--- config.mk ---
export PLATFORM = sky130hd
export DESIGN_NAME = sha256d_core
export DESIGN_NICKNAME = d
export VERILOG_FILES = /design/src/rtl/sha256_pkg.sv /design/src/rtl/sha256_round.sv /design/src/rtl/sha256d_core.sv
export SDC_FILE = /design/constraint.sdc
export NUM_CORES = 2
export LEC_CHECK = 0
export BUFFER_PORTS_ARGS = -buffer_cell sky130_fd_sc_hd__buf_4
export CAP_MARGIN = 20
export CORE_UTILIZATION = 41
export CTS_CLUSTER_SIZE = 40
export DETAILED_ROUTE_END_ITERATION = 7
export PLACE_DENSITY = 0.63
export SLEW_MARGIN = 0
export SYNTH_ARGS = -nofsm -noshare
export SYNTH_HDL_FRONTEND = slang
export SYNTH_SLANG_ARGS = --single-unit
--- constraint.sdc ---
create_clock -name clk -period 11.7 [get_ports clk]
set_clock_uncertainty 0.1 [all_clocks]
set_input_delay 2.34 -clock clk [delete_from_list [all_inputs] [get_ports clk]]
set_output_delay 2.34 -clock clk [all_outputs]
set_load 0.05 [all_outputs]
--- src/rtl/sha256_pkg.sv ---
// Shared SHA-256 definitions for the double-hash lanes.
// Holds the block encodings driven by the sequencer, the initial hash value,
// the padding words, the step numbers that frame a block, and the
// round/schedule mixing functions.
package sha256_pkg;

  // Block encodings as driven by the top-level sequencer on 'block'.
  typedef enum logic [1:0] {
    BLOCK_HDR0  = 2'd0,   // header chunk 1 (bytes 0..63)
    BLOCK_HDR1  = 2'd1,   // header chunk 2 (bytes 64..79, nonce, padding)
    BLOCK_HASH2 = 2'd2,   // second hash over the first digest
    BLOCK_IDLE  = 2'd3    // no activity
  } block_e;

  // SHA-256 initial hash value, H0 in the top word.
  localparam logic [255:0] IV = {32'h6a09e667, 32'hbb67ae85, 32'h3c6ef372, 32'ha54ff53a,
                                 32'h510e527f, 32'h9b05688c, 32'h1f83d9ab, 32'h5be0cd19};

  // Padding words: terminating 1-bit, and message lengths of 256 and 640 bits.
  localparam logic [31:0] PAD_BIT     = 32'h80000000;
  localparam logic [31:0] PAD_LEN_256 = 32'h00000100;
  localparam logic [31:0] PAD_LEN_640 = 32'h00000280;

  // Step numbers within a block (value of 'select').
  localparam logic [6:0] STEP_LAST_MSG   = 7'd15;  // last externally supplied word
  localparam logic [6:0] STEP_LAST_PUSH  = 7'd63;  // last schedule word produced
  localparam logic [6:0] STEP_LAST_ROUND = 7'd64;  // executes round 63
  localparam logic [6:0] STEP_FFWD       = 7'd65;  // feed-forward into H

  // Sigma0 of the compression function (rotr 2, 13, 22).
  function automatic logic [31:0] big_sigma0(input logic [31:0] x);
    return {x[1:0], x[31:2]} ^ {x[12:0], x[31:13]} ^ {x[21:0], x[31:22]};
  endfunction

  // Sigma1 of the compression function (rotr 6, 11, 25).
  function automatic logic [31:0] big_sigma1(input logic [31:0] x);
    return {x[5:0], x[31:6]} ^ {x[10:0], x[31:11]} ^ {x[24:0], x[31:25]};
  endfunction

  // sigma0 of the message schedule (rotr 7, rotr 18, shr 3).
  function automatic logic [31:0] small_sigma0(input logic [31:0] x);
    return {x[6:0], x[31:7]} ^ {x[17:0], x[31:18]} ^ {3'b000, x[31:3]};
  endfunction

  // sigma1 of the message schedule (rotr 17, rotr 19, shr 10).
  function automatic logic [31:0] small_sigma1(input logic [31:0] x);
    return {x[16:0], x[31:17]} ^ {x[18:0], x[31:19]} ^ {10'b0000000000, x[31:10]};
  endfunction

  // Choose: bits of y where x is set, bits of z elsewhere.
  function automatic logic [31:0] ch(input logic [31:0] x, input logic [31:0] y,
                                     input logic [31:0] z);
    return (x & y) ^ (~x & z);
  endfunction

  // Majority of three.
  function automatic logic [31:0] maj(input logic [31:0] x, input logic [31:0] y,
                                      input logic [31:0] z);
    return (x & y) ^ (x & z) ^ (y & z);
  endfunction

endpackage

--- src/rtl/sha256_round.sv ---
// One SHA-256 compression round, purely combinational.
// Ports:
//   state_in   in   256  working variables {a,b,c,d,e,f,g,h}, a in bits [255:224]
//   k          in   32   round constant K[t]
//   w          in   32   schedule word W[t]
//   state_out  out  256  working variables after round t, same packing
module sha256_round
  import sha256_pkg::*;
(
  input  logic [255:0] state_in,
  input  logic [31:0]  k,
  input  logic [31:0]  w,
  output logic [255:0] state_out
);

  logic [31:0] a_s, b_s, c_s, d_s, e_s, f_s, g_s, h_s;
  logic [31:0] t1_s, t2_s;

  // Unpack the working variables, form T1/T2 and shift the register file by one.
  always_comb begin
    {a_s, b_s, c_s, d_s, e_s, f_s, g_s, h_s} = state_in;
    t1_s      = h_s + big_sigma1(e_s) + ch(e_s, f_s, g_s) + k + w;
    t2_s      = big_sigma0(a_s) + maj(a_s, b_s, c_s);
    state_out = {t1_s + t2_s, a_s, b_s, c_s, d_s + t1_s, e_s, f_s, g_s};
  end

endmodule

--- src/rtl/sha256d_core.sv ---
// Double-SHA-256 lane for an 80-byte block header: hash(hash(header)).
// The external sequencer steps 'block' and 'select'; this core follows them,
// keeps the midstate and first digest, and publishes the final digest.
// Ports:
//   clk        in   1    clock, all state on the rising edge
//   rst        in   1    asynchronous active-low reset
//   nonce_sig  in   1    1 = midstate valid, midstate register is frozen
//   block      in   2    0/1 header chunks, 2 second hash, 3 idle
//   select     in   7    step within a block, 0..65 (larger values ignored)
//   msg_in     in   32   message word W[select] for blocks 0/1, select<=15
//   K          in   32   round constant for the round executed at this edge
//   hash_out   out  256  final digest {H0..H7}, updated at block 2 / select 65
module sha256d_core
  import sha256_pkg::*;
(
  input  logic         clk,
  input  logic         rst,
  input  logic         nonce_sig,
  input  logic [1:0]   block,
  input  logic [6:0]   select,
  input  logic [31:0]  msg_in,
  input  logic [31:0]  K,
  output logic [255:0] hash_out
);

  logic [255:0]       st_r;        // working variables a..h
  logic [255:0]       hreg_r;      // chaining value H0..H7 of the current block
  logic [255:0]       mid_r;       // midstate after header chunk 1
  logic [255:0]       d1_r;        // first digest
  logic [255:0]       hash_out_r;  // published final digest
  logic [15:0][31:0]  w_r;         // rolling schedule window, [15] is the newest word

  logic               is_init_s;
  logic               is_push_s;
  logic               is_round_s;
  logic               is_ffwd_s;
  logic [255:0]       init_s;
  logic [255:0]       round_s;
  logic [255:0]       ffwd_s;
  logic [31:0]        word_in_s;
  logic [31:0]        w_exp_s;
  logic [31:0]        w_new_s;

  // Decode which step actions happen on this edge; idle block and select>65 do nothing.
  always_comb begin
    is_init_s  = 1'b0;
    is_push_s  = 1'b0;
    is_round_s = 1'b0;
    is_ffwd_s  = 1'b0;
    if (block != BLOCK_IDLE) begin
      is_init_s  = (select == 7'd0);
      is_push_s  = (select <= STEP_LAST_PUSH);
      is_round_s = (select >= 7'd1) && (select <= STEP_LAST_ROUND);
      is_ffwd_s  = (select == STEP_FFWD);
    end else begin
      is_init_s  = 1'b0;
      is_push_s  = 1'b0;
      is_round_s = 1'b0;
      is_ffwd_s  = 1'b0;
    end
  end

  // Chaining value a block starts from: IV for both fresh hashes, midstate for chunk 2.
  always_comb begin
    init_s = IV;
    case (block)
      BLOCK_HDR0:  init_s = IV;
      BLOCK_HDR1:  init_s = mid_r;
      BLOCK_HASH2: init_s = IV;
      default:     init_s = IV;
    endcase
  end

  // Message word source: msg_in for header chunks, first digest plus fixed padding for the second hash.
  always_comb begin
    word_in_s = msg_in;
    if (block == BLOCK_HASH2) begin
      if (select[3] == 1'b0) begin
        // Steps 0..7 take D1 words, H0 first.
        word_in_s = d1_r[{3'd7 - select[2:0], 5'd0} +: 32];
      end else begin
        case (select[2:0])
          3'd0:    word_in_s = PAD_BIT;
          3'd7:    word_in_s = PAD_LEN_256;
          default: word_in_s = 32'd0;
        endcase
      end
    end else begin
      word_in_s = msg_in;
    end
  end

  // Next schedule word: supplied word for steps 0..15, expansion from the window afterwards.
  // Word t is captured one edge before round t executes, so the round always finds
  // W_t already registered in the newest window slot.
  always_comb begin
    w_exp_s = small_sigma1(w_r[14]) + w_r[9] + small_sigma0(w_r[1]) + w_r[0];
    w_new_s = w_exp_s;
    if (select <= STEP_LAST_MSG) begin
      w_new_s = word_in_s;
    end else begin
      w_new_s = w_exp_s;
    end
  end

  sha256_round u_round (
    .state_in  (st_r),
    .k         (K),
    .w         (w_r[15]),
    .state_out (round_s)
  );

  // Feed-forward sum H_i + working variable i, word by word.
  always_comb begin
    ffwd_s = 256'd0;
    for (int i = 0; i < 8; i++) begin
      ffwd_s[i*32 +: 32] = hreg_r[i*32 +: 32] + st_r[i*32 +: 32];
    end
  end

  // Working variables and chaining value: load, run rounds, fold in at the end.
  always_ff @(posedge clk or negedge rst) begin
    if (!rst) begin
      st_r   <= 256'd0;
      hreg_r <= 256'd0;
    end else if (is_init_s) begin
      st_r   <= init_s;
      hreg_r <= init_s;
    end else if (is_round_s) begin
      st_r   <= round_s;
    end else if (is_ffwd_s) begin
      hreg_r <= ffwd_s;
    end
  end

  // Schedule window: shift in one word per step from 0 to 63.
  always_ff @(posedge clk or negedge rst) begin
    if (!rst) begin
      w_r <= 512'd0;
    end else if (is_push_s) begin
      w_r <= {w_new_s, w_r[15:1]};
    end
  end

  // Block results: midstate (unless frozen), first digest, or the published digest.
  always_ff @(posedge clk or negedge rst) begin
    if (!rst) begin
      mid_r      <= 256'd0;
      d1_r       <= 256'd0;
      hash_out_r <= 256'd0;
    end else if (is_ffwd_s) begin
      case (block)
        BLOCK_HDR0: begin
          if (!nonce_sig) begin
            mid_r <= ffwd_s;
          end
        end
        BLOCK_HDR1:  d1_r       <= ffwd_s;
        BLOCK_HASH2: hash_out_r <= ffwd_s;
        default: begin
        end
      endcase
    end
  end

  assign hash_out = hash_out_r;

endmodule

==> results by group <==
STA
  – Worst rel slew slack: 0.120
  – Final Hold Fails: 0
  – Setup violators final: 0
  – Final TNS setup: 0 ns
  – Worst-Margin Slew: 1.31 ns
  – Min Hold Slack: 0.361 ns
  – Fin crit share: 0.789
  – Slew Limit Fails: 0
  – Final min period: 9.23 ns
  – RSZ-0062 raised after global routing: no
  – Max Fclk: 108 MHz

GRT
  – Initial antenna violation count: 42
  – GRT overflow: 0
  – First-pass GRT wire length: 545000 µm
  – Total GRT Usage: 0.316
  – Vias in the first global route: 76300
  – Largest net degree at the start of global routing: 246

Finish
  – Reg area: 44800 µm²
  – Final nets: 11200
  – Multi-input logic area: 47300 µm²
  – Fraction of layout cells with a size suffix above 1: 0.0909
  – Fillers: 22300
  – Area growth, synth to finish: 12.7%
  – Final Non-Filler Cells: 13900

Worst setup path
  – WP data required: 12.29 ns
  – Worst path max stage delay: 0.61 ns
  – Kind of critical path: in -> reg
  – Most common cell on crit path: fa_1
  – Slowest-stage cell, CP: a311oi_1
  – CP max FO: 7
  – Worst setup SP type: input pin
  – Crit path DAT: 9.82 ns
  – Crit path capture type: register

Detailed routing
  – DRT iter0 DRCs: 9235
  – Via Count: 79900
  – Total iterations of the first detailed-routing run: 8
  – Routed Antenna Nets: 0
  – Remaining DRCs: 0
  – Total wire length: 378000 µm
  – Vias per cell: 5.75
  – Per-cell routed wire length: 27.2 µm

Synthesis
  – Syn Inst Count: 10600
  – Synth top area share: 0.466
  – Sequential element share of the synthesized area: 0.466
  – Netlist area before placement: 96300 µm²
  – Number of synthesized flops with an enable pin: 0
  – Top cell type by total area after synthesis: dfrtp_1
  – Syn avg cell area: 9.11 µm²
  – Synth warn: 0
  – #FFs+latches synth: 1792
  – Post-synth top flop: dfrtp_1
  – Fraction of registers with async set/reset: 1.00
  – Count of cell types in the netlist: 104
  – Post-Synthesis Net Count: 11200
  – Top area cells in the synthesized netlist: dfrtp_1 47%, nand2_1 9.9%, o21ai_0 6.8%

Clock tree
  – Setup repair bufs after CTS: 0
  – Clock buffer count from CTS: 197
  – Clock slew seen by the registers of the worst setup and hold paths: 0.06 ns
  – CTS tree: built
  – Maximum clock path buffer count: 3
  – Post-cts resize count: 0
  – Worst-Skew Late Latency: 0.88 ns
  – Hold_buf cts: 0
  – Htree depth: 4
  – Clk root buf: clkbuf_16
  – Sink Count: 1792

Die
  – I/O pins: 332
  – Starting Density: 0.413
  – Chip Width: 487 µm
  – Core Rows: 177
  – Core Region: 233000 µm²
  – Die area: 237000 µm²
  – Chip Height: 487 µm

Flow run
  – Max Cap Viol: 0

Outcome
  – Run status: completed

Placed design
  – Dpl cells: 13500
  – Routability cong.: 0.993
  – IO Port Bufs: 331
  – Dpl hpwl: 277000 µm

Hold path
  – Hold Path Class: reg -> reg
## layout by cell type, fill, tap and decap left out, drive strengths merged, types with 30 or more instances in the layout
master,netlist,layout
a211oi,44,44
a222oi,35,35
xor2,215,215
o21a,74,74
fa,195,195
nor2,479,479
inv,505,512
o211ai,47,47
o21bai,73,73
clkbuf,594,260
nor3,82,82
mux4,60,60
mux2,42,42
a221oi,82,82
nand2,2540,2540
ha,372,372
nand4,39,39
a31oi,60,60
dfrtp,1792,1792
o21ai,1313,1313
and2,36,36
xnor2,359,359
or3,30,30
mux2i,47,47
buf,47,456
nand3,83,83
a22oi,111,111
nand2b,52,52
nor2b,44,44
a21oi,601,601
a21o,193,193
clkinv,2,68
## final timing paths
kind	startpoint	endpoint	slack, ns	cells after the start
setup / recovery	K[1]	st_r[246]	2.47	30
hold / removal	w_r[144]	w_r[112]	0.36	2
setup reg to reg	w_r[481]	st_r[246]	3.57	29
hold reg to reg	w_r[144]	w_r[112]	0.36	2
max in group asynchronous	rst	hreg_r[187]	7.81	3
min in group asynchronous	rst	d1_r[26]	1.36	1
## worst max-delay path: cells and delay by family
kind                       cells  cell delay (ns)
xor gates and xnor gates       1             0.48
and+or+nand+nor                4             0.69
AOI/OAI and AO/OA             13             3.28
buffers and inverters          5             0.34
adders and majority gates      7             2.64
## sequential cells by signal, indices dropped and copies added (netlist names)
register  cells
w_r         512
st_r        256
d1_r        256
mid_r       256
hreg_r      256
hash_out    256
## cell usage after synthesis (all sizes together) (35+ instances only)
library cell  instances
xnor2               359
buf                  47
mux2                 42
a31oi                60
nand2              2540
and2                 36
nand3                83
a21o                193
a211oi               44
nand4                39
nor2                479
a222oi               35
a221oi               82
clkbuf              594
nor3                 82
mux2i                47
o211ai               47
fa                  195
nor2b                44
a21oi               601
dfrtp              1792
inv                 505
mux4                 60
nand2b               52
a22oi               111
o21bai               73
ha                  372
xor2                215
o21a                 74
o21ai              1313
## cell type report
| cell class | count | share of cell area |
|---|---|---|
| flip-flops and latches | 1792 | 0.413 |
| multi-input cells | 7630 | 0.436 |
| clock buffers | 260 | 0.0508 |
| well taps | 3132 | 0.0361 |
| clock inverters | 101 | 0.0124 |
| diodes | 14 | 0.000323 |
| inverters | 507 | 0.0175 |
| repair buffers | 456 | 0.0340 |
## through the flow
stage	util	setup WS [ns]	cell area, µm²
final	0.466	2.47	109000
after global placement	0.436	1.68	102000
after global routing	0.466	1.95	109000
after floorplan	-	3.04	96300
after detailed placement	0.436	1.71	102000
after CTS	0.465	2.53	108000
## routing by layer
metal / share of wire / vias up / GRT usage / wire length [µm]
li1: - / 35800 / - / -
met1: 0.41 / 39700 / 0.430 / 157000
met2: 0.43 / 3543 / 0.473 / 164000
met3: 0.086 / 784 / 0.0619 / 32400
met4: 0.064 / 24 / 0.175 / 24400
met5: 0.00044 / - / 0 / 168
## logic make-up after synthesis
kind of cell	after synthesis	share of synthesized area
DFF	1792	0.466
and+or+nand+nor	3483	0.147
xor gates and xnor gates	575	0.0524
AOI/OAI and AO/OA	2853	0.177
adders and majority gates	570	0.0892
muxes	149	0.0238
buffers and inverters	1148	0.0451
Power is not shown: default switching activity piles up to over one toggle a cycle in this logic, so the estimate is an artifact.
